[config.mk]
export PLATFORM = sky130hd
export DESIGN_NAME = uart_cmd_wrapper
export DESIGN_NICKNAME = d
export VERILOG_FILES = /design/src/rtl/uart_cmd_wrapper.sv
export SDC_FILE = /design/constraint.sdc
export NUM_CORES = 1
export LEC_CHECK = 0
export ABC_AREA = 0
export CORE_MARGIN = 1.5
export CORE_UTILIZATION = 50
export CTS_BUF_LIST = sky130_fd_sc_hd__clkbuf_16
export DETAILED_ROUTE_END_ITERATION = 12
export MAX_ROUTING_LAYER = met4
export PLACE_DENSITY = 0.74
export SYNTH_ARGS = -nofsm -noshare
export SYNTH_HDL_FRONTEND = slang
export SYNTH_SLANG_ARGS = --single-unit
[constraint.sdc]
create_clock -name clk -period 2.85 [get_ports clk]
set_input_delay 0.57 -clock clk [delete_from_list [all_inputs] [get_ports clk]]
set_output_delay 0.57 -clock clk [all_outputs]
set_load 0.01 [all_outputs]
[src/rtl/uart_cmd_wrapper.sv]
// rtl/uart_cmd_wrapper.sv - UART host link: two-byte command receiver and response byte transmitter
module uart_cmd_wrapper #(
    parameter int MIN_BAUD = 16
) (
    input  logic        clk,
    input  logic        rst,
    input  logic        RX,
    output logic        TX,
    input  logic [15:0] baud_cnt,
    output logic [15:0] cmd,
    output logic        cmd_rdy,
    input  logic        clr_cmd_rdy,
    input  logic [7:0]  resp,
    input  logic        send_resp,
    output logic        resp_sent
);
    localparam logic [15:0] MIN_P = 16'(MIN_BAUD);

    typedef enum logic [1:0] {RX_IDLE, RX_START, RX_DATA, RX_STOP} rx_state_t;
    typedef enum logic {TX_IDLE, TX_XMIT} tx_state_t;

    logic [15:0] period;
    assign period = (baud_cnt < MIN_P) ? MIN_P : baud_cnt;

    rx_state_t   rx_state, rx_state_n;
    logic        rx_s1, rx_s2, rx_prev;
    logic [15:0] rx_cnt, rx_cnt_n, rx_period, rx_period_n;
    logic [3:0]  rx_bits, rx_bits_n;
    logic [7:0]  rx_shift, rx_shift_n;
    logic        byte_good, frame_err;
    logic [7:0]  cmd_hi;
    logic        ptr_low;
    logic        rx_fall, rx_tick;

    assign rx_fall = rx_prev & ~rx_s2;
    assign rx_tick = (rx_cnt == 16'd1);

    always_ff @(posedge clk) begin
        if (rst) begin
            rx_s1     <= 1'b1;
            rx_s2     <= 1'b1;
            rx_prev   <= 1'b1;
            rx_state  <= RX_IDLE;
            rx_cnt    <= 16'd0;
            rx_period <= MIN_P;
            rx_bits   <= 4'd0;
            rx_shift  <= 8'd0;
        end else begin
            rx_s1     <= RX;
            rx_s2     <= rx_s1;
            rx_prev   <= rx_s2;
            rx_state  <= rx_state_n;
            rx_cnt    <= rx_cnt_n;
            rx_period <= rx_period_n;
            rx_bits   <= rx_bits_n;
            rx_shift  <= rx_shift_n;
        end
    end

    // The counter is loaded with N and the line is sampled N clocks later.
    always_comb begin
        rx_state_n  = rx_state;
        rx_cnt_n    = rx_cnt;
        rx_period_n = rx_period;
        rx_bits_n   = rx_bits;
        rx_shift_n  = rx_shift;
        byte_good   = 1'b0;
        frame_err   = 1'b0;
        case (rx_state)
            RX_IDLE: begin
                if (rx_fall) begin
                    rx_period_n = period;
                    rx_cnt_n    = period >> 1;
                    rx_state_n  = RX_START;
                end
            end
            RX_START: begin
                if (rx_tick) begin
                    if (!rx_s2) begin
                        rx_cnt_n   = rx_period;
                        rx_bits_n  = 4'd0;
                        rx_state_n = RX_DATA;
                    end else begin
                        rx_state_n = RX_IDLE;
                    end
                end else begin
                    rx_cnt_n = rx_cnt - 16'd1;
                end
            end
            RX_DATA: begin
                if (rx_tick) begin
                    rx_shift_n = {rx_s2, rx_shift[7:1]};
                    rx_cnt_n   = rx_period;
                    rx_bits_n  = rx_bits + 4'd1;
                    if (rx_bits == 4'd7) rx_state_n = RX_STOP;
                end else begin
                    rx_cnt_n = rx_cnt - 16'd1;
                end
            end
            RX_STOP: begin
                if (rx_tick) begin
                    byte_good  = rx_s2;
                    frame_err  = ~rx_s2;
                    rx_state_n = RX_IDLE;
                end else begin
                    rx_cnt_n = rx_cnt - 16'd1;
                end
            end
            default: rx_state_n = RX_IDLE;
        endcase
    end

    // A clear takes priority over a byte completing in the same cycle.
    always_ff @(posedge clk) begin
        if (rst) begin
            cmd     <= 16'd0;
            cmd_hi  <= 8'd0;
            cmd_rdy <= 1'b0;
            ptr_low <= 1'b0;
        end else if (clr_cmd_rdy) begin
            cmd_rdy <= 1'b0;
            ptr_low <= 1'b0;
        end else if (frame_err) begin
            ptr_low <= 1'b0;
        end else if (byte_good && !cmd_rdy) begin
            if (!ptr_low) begin
                cmd_hi  <= rx_shift;
                ptr_low <= 1'b1;
            end else begin
                cmd     <= {cmd_hi, rx_shift};
                cmd_rdy <= 1'b1;
                ptr_low <= 1'b0;
            end
        end
    end

    tx_state_t   tx_state, tx_state_n;
    logic [9:0]  tx_shift, tx_shift_n;
    logic [15:0] tx_cnt, tx_cnt_n, tx_period, tx_period_n;
    logic [3:0]  tx_bits, tx_bits_n;
    logic        tx_tick, tx_last, tx_start;

    assign tx_tick = (tx_cnt == 16'd1);
    assign tx_last = (tx_state == TX_XMIT) && tx_tick && (tx_bits == 4'd9);
    assign tx_start = send_resp && ((tx_state == TX_IDLE) || tx_last);
    assign TX = tx_shift[0];

    always_ff @(posedge clk) begin
        if (rst) begin
            tx_state  <= TX_IDLE;
            tx_shift  <= 10'h3FF;
            tx_cnt    <= 16'd0;
            tx_period <= MIN_P;
            tx_bits   <= 4'd0;
        end else begin
            tx_state  <= tx_state_n;
            tx_shift  <= tx_shift_n;
            tx_cnt    <= tx_cnt_n;
            tx_period <= tx_period_n;
            tx_bits   <= tx_bits_n;
        end
    end

    // resp_sent marks the last clock of the stop bit so a new frame can follow with no gap.
    always_comb begin
        tx_state_n  = tx_state;
        tx_shift_n  = tx_shift;
        tx_cnt_n    = tx_cnt;
        tx_period_n = tx_period;
        tx_bits_n   = tx_bits;
        resp_sent   = 1'b0;
        if (tx_state == TX_XMIT) begin
            if (tx_last) begin
                resp_sent  = 1'b1;
                tx_shift_n = 10'h3FF;
                tx_state_n = TX_IDLE;
            end else if (tx_tick) begin
                tx_shift_n = {1'b1, tx_shift[9:1]};
                tx_bits_n  = tx_bits + 4'd1;
                tx_cnt_n   = tx_period;
            end else begin
                tx_cnt_n = tx_cnt - 16'd1;
            end
        end
        if (tx_start) begin
            tx_shift_n  = {1'b1, resp, 1'b0};
            tx_cnt_n    = period;
            tx_period_n = period;
            tx_bits_n   = 4'd0;
            tx_state_n  = TX_XMIT;
        end
    end
endmodule

==> results.env <==
GRT_PASS1_WL_UM=25860
MAX_CAP_VIOLS=0
POWER_FRAC_CLOCK=0.417
CTS_ROOT_BUFFER='sky130_fd_sc_hd__clkbuf_16'
HOLDBUFCOUNTCTS=0
FILLERINSTANCES=959
FLOW.AREA_GROWTH_FROM_SYNTHESIS_PCT=21.03
SETUP_VIOL=0
HOLD_PATH_CLASS='in -> reg'
MEAN_NUMBER_OF_VIAS_PER_CELL=5.923
VIOLATIONS='DRC'
CRITICAL_PATH.STARTPOINT_TYPE='flip-flop'
DIEAREA_MM2=0.01265
FLOORPLAN.INITIALDENSITY=0.5181
P_SEQ_FRAC=0.386
FIN_WORST_HOLD_SLACK_NS=0.3629
AVGSYNTHCELLAREA_UM2=8.231
TRITONCTS='yes'
CTS.SINK_COUNT=121
GRT_MAX_DEGREE=66
SLEW_HEADROOM=0.3292
FIRST_ITER_VIOLATIONS=445
CTSHTREEMAXLEVEL=4
DRT_PASS1_ITERATIONS=9
TIGHTEST_SLEW_NS=1.006
FINISH.NET_COUNT=816
RSZ_0062_RAISED_AFTER_GLOBAL_ROUTING='no'
POWER-PER-CELL-AREA_mW_PER_MM2=677.9
CORE.ROWCOUNT=39
COMBINATIONALPOWERSHARE=0.197
MAPPEDNETLISTNETS=769
FIRST_GLOBAL_VIAS=5253
SETUP_FIX_BUFFERS_ADDED_AFTER_CLOCK_TREE_SYNTHESIS=0
R2R_SETUP_SLACK_NS=0.18
SYN_STD_CELL_AREA_MM2=0.005992
TIMING.FINAL.MAX_SLEW_VIOLATIONS=0
POSTSYNTHREGISTERBITS=121
CLOCK_PATH_BUFFERS=2
SWSHARE=0.2925
WORST_SETUP_HOLD_PATH_CLK_SLEW_NS=0.06
CRITICAL_PATH.MAX_FANOUT=3
ROUTE.DETAILED.WL_PER_INST_UM=16.60
AREA_OCCUPIED_BY_MULTI_INPUT_GATES_MM2=0.003339
GRT_BUSIEST_LAYER='met2'
WORSTPATHCELLLIST='inv_1 -> ha_1 -> or4b_4 -> nor4_4 -> nand3_1 -> nor2_1 -> dlygate4sd2_1'
CRITPATHMAXSTAGEDELAY_NS=0.49
PSW_mW=1.438
WORST_EP_REQUIRED_TIME_NS=2.28
SYN-INSTANCE-COUNT=728
USE_MET1=0.3390
NUM_ANTENNA_CELLS=0
CTS-BUFFERS-INSERTED=17
FINALCOREUTILIZATION=0.6271
OUTCOME='finished, violations left'
POSTSYNTH.TOPFLOPCELL='sky130_fd_sc_hd__dfxtp_1'
FMAX_GHz=0.3669
TIMING.CRITICAL_PATH.SLOWEST_STAGE_CELL='sky130_fd_sc_hd__or4b_4'
CLOCK_INSERTION_DELAY_WORST_SKEW_NS=0.43
SEQCELLAREA_MM2=0.002422
CRITICAL_PATH_ARRIVAL_NS=2.16
DP_HPWL_UM=10180
DETAIL_ROUTE.WIRELENGTH_UM=15440
SYNTH_SEQ_AREA_SHARE=0.4043
SYNTH.LIB_CELLS_USED.DISTINCT=62
GRT.TOTAL_USAGE=0.2634
GRT_UTIL_MET3=0.05832
TNS_NS=0
HOLD_VIOL=0
PORT_BUFFERS=47
WORST_VOLTAGE_DROP_ACROSS_THE_VDD_GRID_mV=0.4163
GRT_ANTENNA_BEFORE_REPAIR=0
GLOBAL_ROUTE.USAGE.MET2=0.4025
SYNTH_ENABLE_FLOP_CELLS=0
DRT.ANTENNA.VIOLATING_NETS=0
DIE-WIDTH_UM=112.5
MIN_PERIOD_OVER_PERIOD=0.9563
POWER_LEAKAGE_nW=2.713
LAYOUT_MIN_CYCLE_TIME_NS=2.726
FP.DIEH_UM=112.5
DRIVE_ABOVE_1_SHARE=0.1156
ROUTE.DETAILED.DRC=1
FIN_SKEW_NS=0.007295
YOSYSWARNINGS=0
TIMING_WORST_SETUP_PATH_TYPE='reg -> out'
GLOBALROUTE.TOTALOVERFLOW=0
POWER.INTERNAL_mW=3.478
VIAS=5508
WORSTSETUPENDPOINTTYPE='output pin'
PLACE.GP.CONGESTION=0.9501
SYNTH-ASYNC-RESET-RATIO=0
CORE_MM2=0.01156
IOS=48
==> layout by cell type, fill, tap and decap left out, types with 19 or more instances in the layout <==
cell                              instances
sky130_fd_sc_hd__buf_4                   28
sky130_fd_sc_hd__mux2i_1                 34
sky130_fd_sc_hd__clkdlybuf4s50_1         45
sky130_fd_sc_hd__o211ai_1                19
sky130_fd_sc_hd__nand3_1                 21
sky130_fd_sc_hd__nand2_1                122
sky130_fd_sc_hd__a21oi_1                 69
sky130_fd_sc_hd__dfxtp_1                121
sky130_fd_sc_hd__nor2_1                  61
sky130_fd_sc_hd__o21ai_0                 32
==> area by class of cell <==
type                    instances  share of cell area
repair buffers                 75             0.09507
flip-flops and latches        121              0.3340
inverters                      17            0.008799
multi-input cells             543              0.4605
clock buffers                  17             0.05866
clock inverters                14             0.01829
well taps                     143             0.02467
==> per-layer routing <==
layer / vias up / part of all wire
met5: - / 0
met4: 0 / 0.021
met3: 26 / 0.065
met2: 175 / 0.46
met1: 2625 / 0.46
li1: 2682 / -
==> synthesized netlist by cell type, types with 7 or more instances <==
master / number / area [um2]
sky130_fd_sc_hd__nor4_1: 10 / 62.56
sky130_fd_sc_hd__o2111ai_1: 8 / 70.07
sky130_fd_sc_hd__xnor2_1: 9 / 78.83
sky130_fd_sc_hd__o211ai_1: 19 / 142.6
sky130_fd_sc_hd__inv_1: 17 / 63.81
sky130_fd_sc_hd__dfxtp_1: 121 / 2422
sky130_fd_sc_hd__or2_2: 9 / 56.30
sky130_fd_sc_hd__nand2_1: 122 / 457.9
sky130_fd_sc_hd__a221oi_1: 7 / 61.31
sky130_fd_sc_hd__nand3_1: 21 / 105.1
sky130_fd_sc_hd__mux2i_1: 34 / 340.3
sky130_fd_sc_hd__o21ai_0: 32 / 160.2
sky130_fd_sc_hd__clkbuf_1: 36 / 135.1
sky130_fd_sc_hd__mux2_2: 9 / 101.4
sky130_fd_sc_hd__nor2_1: 61 / 229.0
sky130_fd_sc_hd__ha_1: 12 / 150.1
sky130_fd_sc_hd__buf_2: 7 / 35.03
sky130_fd_sc_hd__or3_1: 13 / 81.33
sky130_fd_sc_hd__nor3_1: 16 / 80.08
sky130_fd_sc_hd__xor2_1: 13 / 113.9
sky130_fd_sc_hd__a21oi_1: 70 / 350.3
==> cells by family (layout without fill, tap and decap cells) <==
family,after synthesis,after routing,synth area share
buffers and inverters,64,123,0.04406
xor gates and xnor gates,22,22,0.03216
AOI/OAI and AO/OA,173,173,0.1846
and+or+nand+nor,292,292,0.2343
DFF,121,121,0.4043
muxes,44,44,0.07559
adders and majority gates,12,12,0.02506
==> through the flow <==
step	std cells	power [mW]	cell area, um2	setup WS, ns
final	930	4.916	7252	0.1245
after global routing	930	5.133	7252	0.02188
after CTS	930	4.910	7241	0.06511
after detailed placement	899	2.862	6665	0.04945
after global placement	899	2.838	6665	0.08945
after floorplan	728	2.600	5992	0.2636
==> critical path, delay by kind of cell, from the launching register on <==
kind	cells	cell delay (ns)
buffers and inverters	2	0.37
AND/OR/NAND/NOR	4	0.86
flip-flops	1	0.32
adder cells (fa/ha/maj)	1	0.17
==> state kept, by name, indices dropped and copies added, names as in the netlist, named ones only <==
register / cells
cmd: 16
cmd_hi: 8
cmd_rdy: 1
ptr_low: 1
rx_bits: 4
rx_cnt: 16
rx_period: 16
rx_prev: 1
rx_s1: 1
rx_s2: 1
rx_shift: 8
rx_state: 1
tx_bits: 4
tx_cnt: 16
tx_period: 16
tx_shift: 9
tx_state: 1
==> repair_timing <==
item	CTS	global route
endpoints found under the setup margin	1	9
endpoints found under the hold margin	0	0
gates resized for setup	4	3
==> path summary, 6_finish.rpt <==
| check | startpoint | endpoint | depth (start not counted) |
|---|---|---|---|
| worst min register to register | rx_s1$_SDFF_PP1_ | rx_s2$_SDFF_PP1_ | 1 |
| worst min-delay path | rst | rx_s1$_SDFF_PP1_ | 2 |
| worst max register to register | rx_cnt[0]$_SDFFE_PP0P_ | rx_cnt[11]$_SDFFE_PP0P_ | 7 |
| worst max-delay path | tx_cnt[1]$_SDFFE_PP0P_ | resp_sent | 7 |
==> power groups by stage <==
stage          Clock, mW  Combinational (mW)  Sequential [mW]
6_report            2.05               0.970             1.90
4_1_cts             2.06               0.955             1.89
3_5_place_dp           0               0.940             1.92
2_1_floorplan          0               0.706             1.89
3_3_place_gp           0               0.920             1.92
5_1_grt             2.15                1.07             1.91
Note: power is estimated with default switching activity, not from simulation.
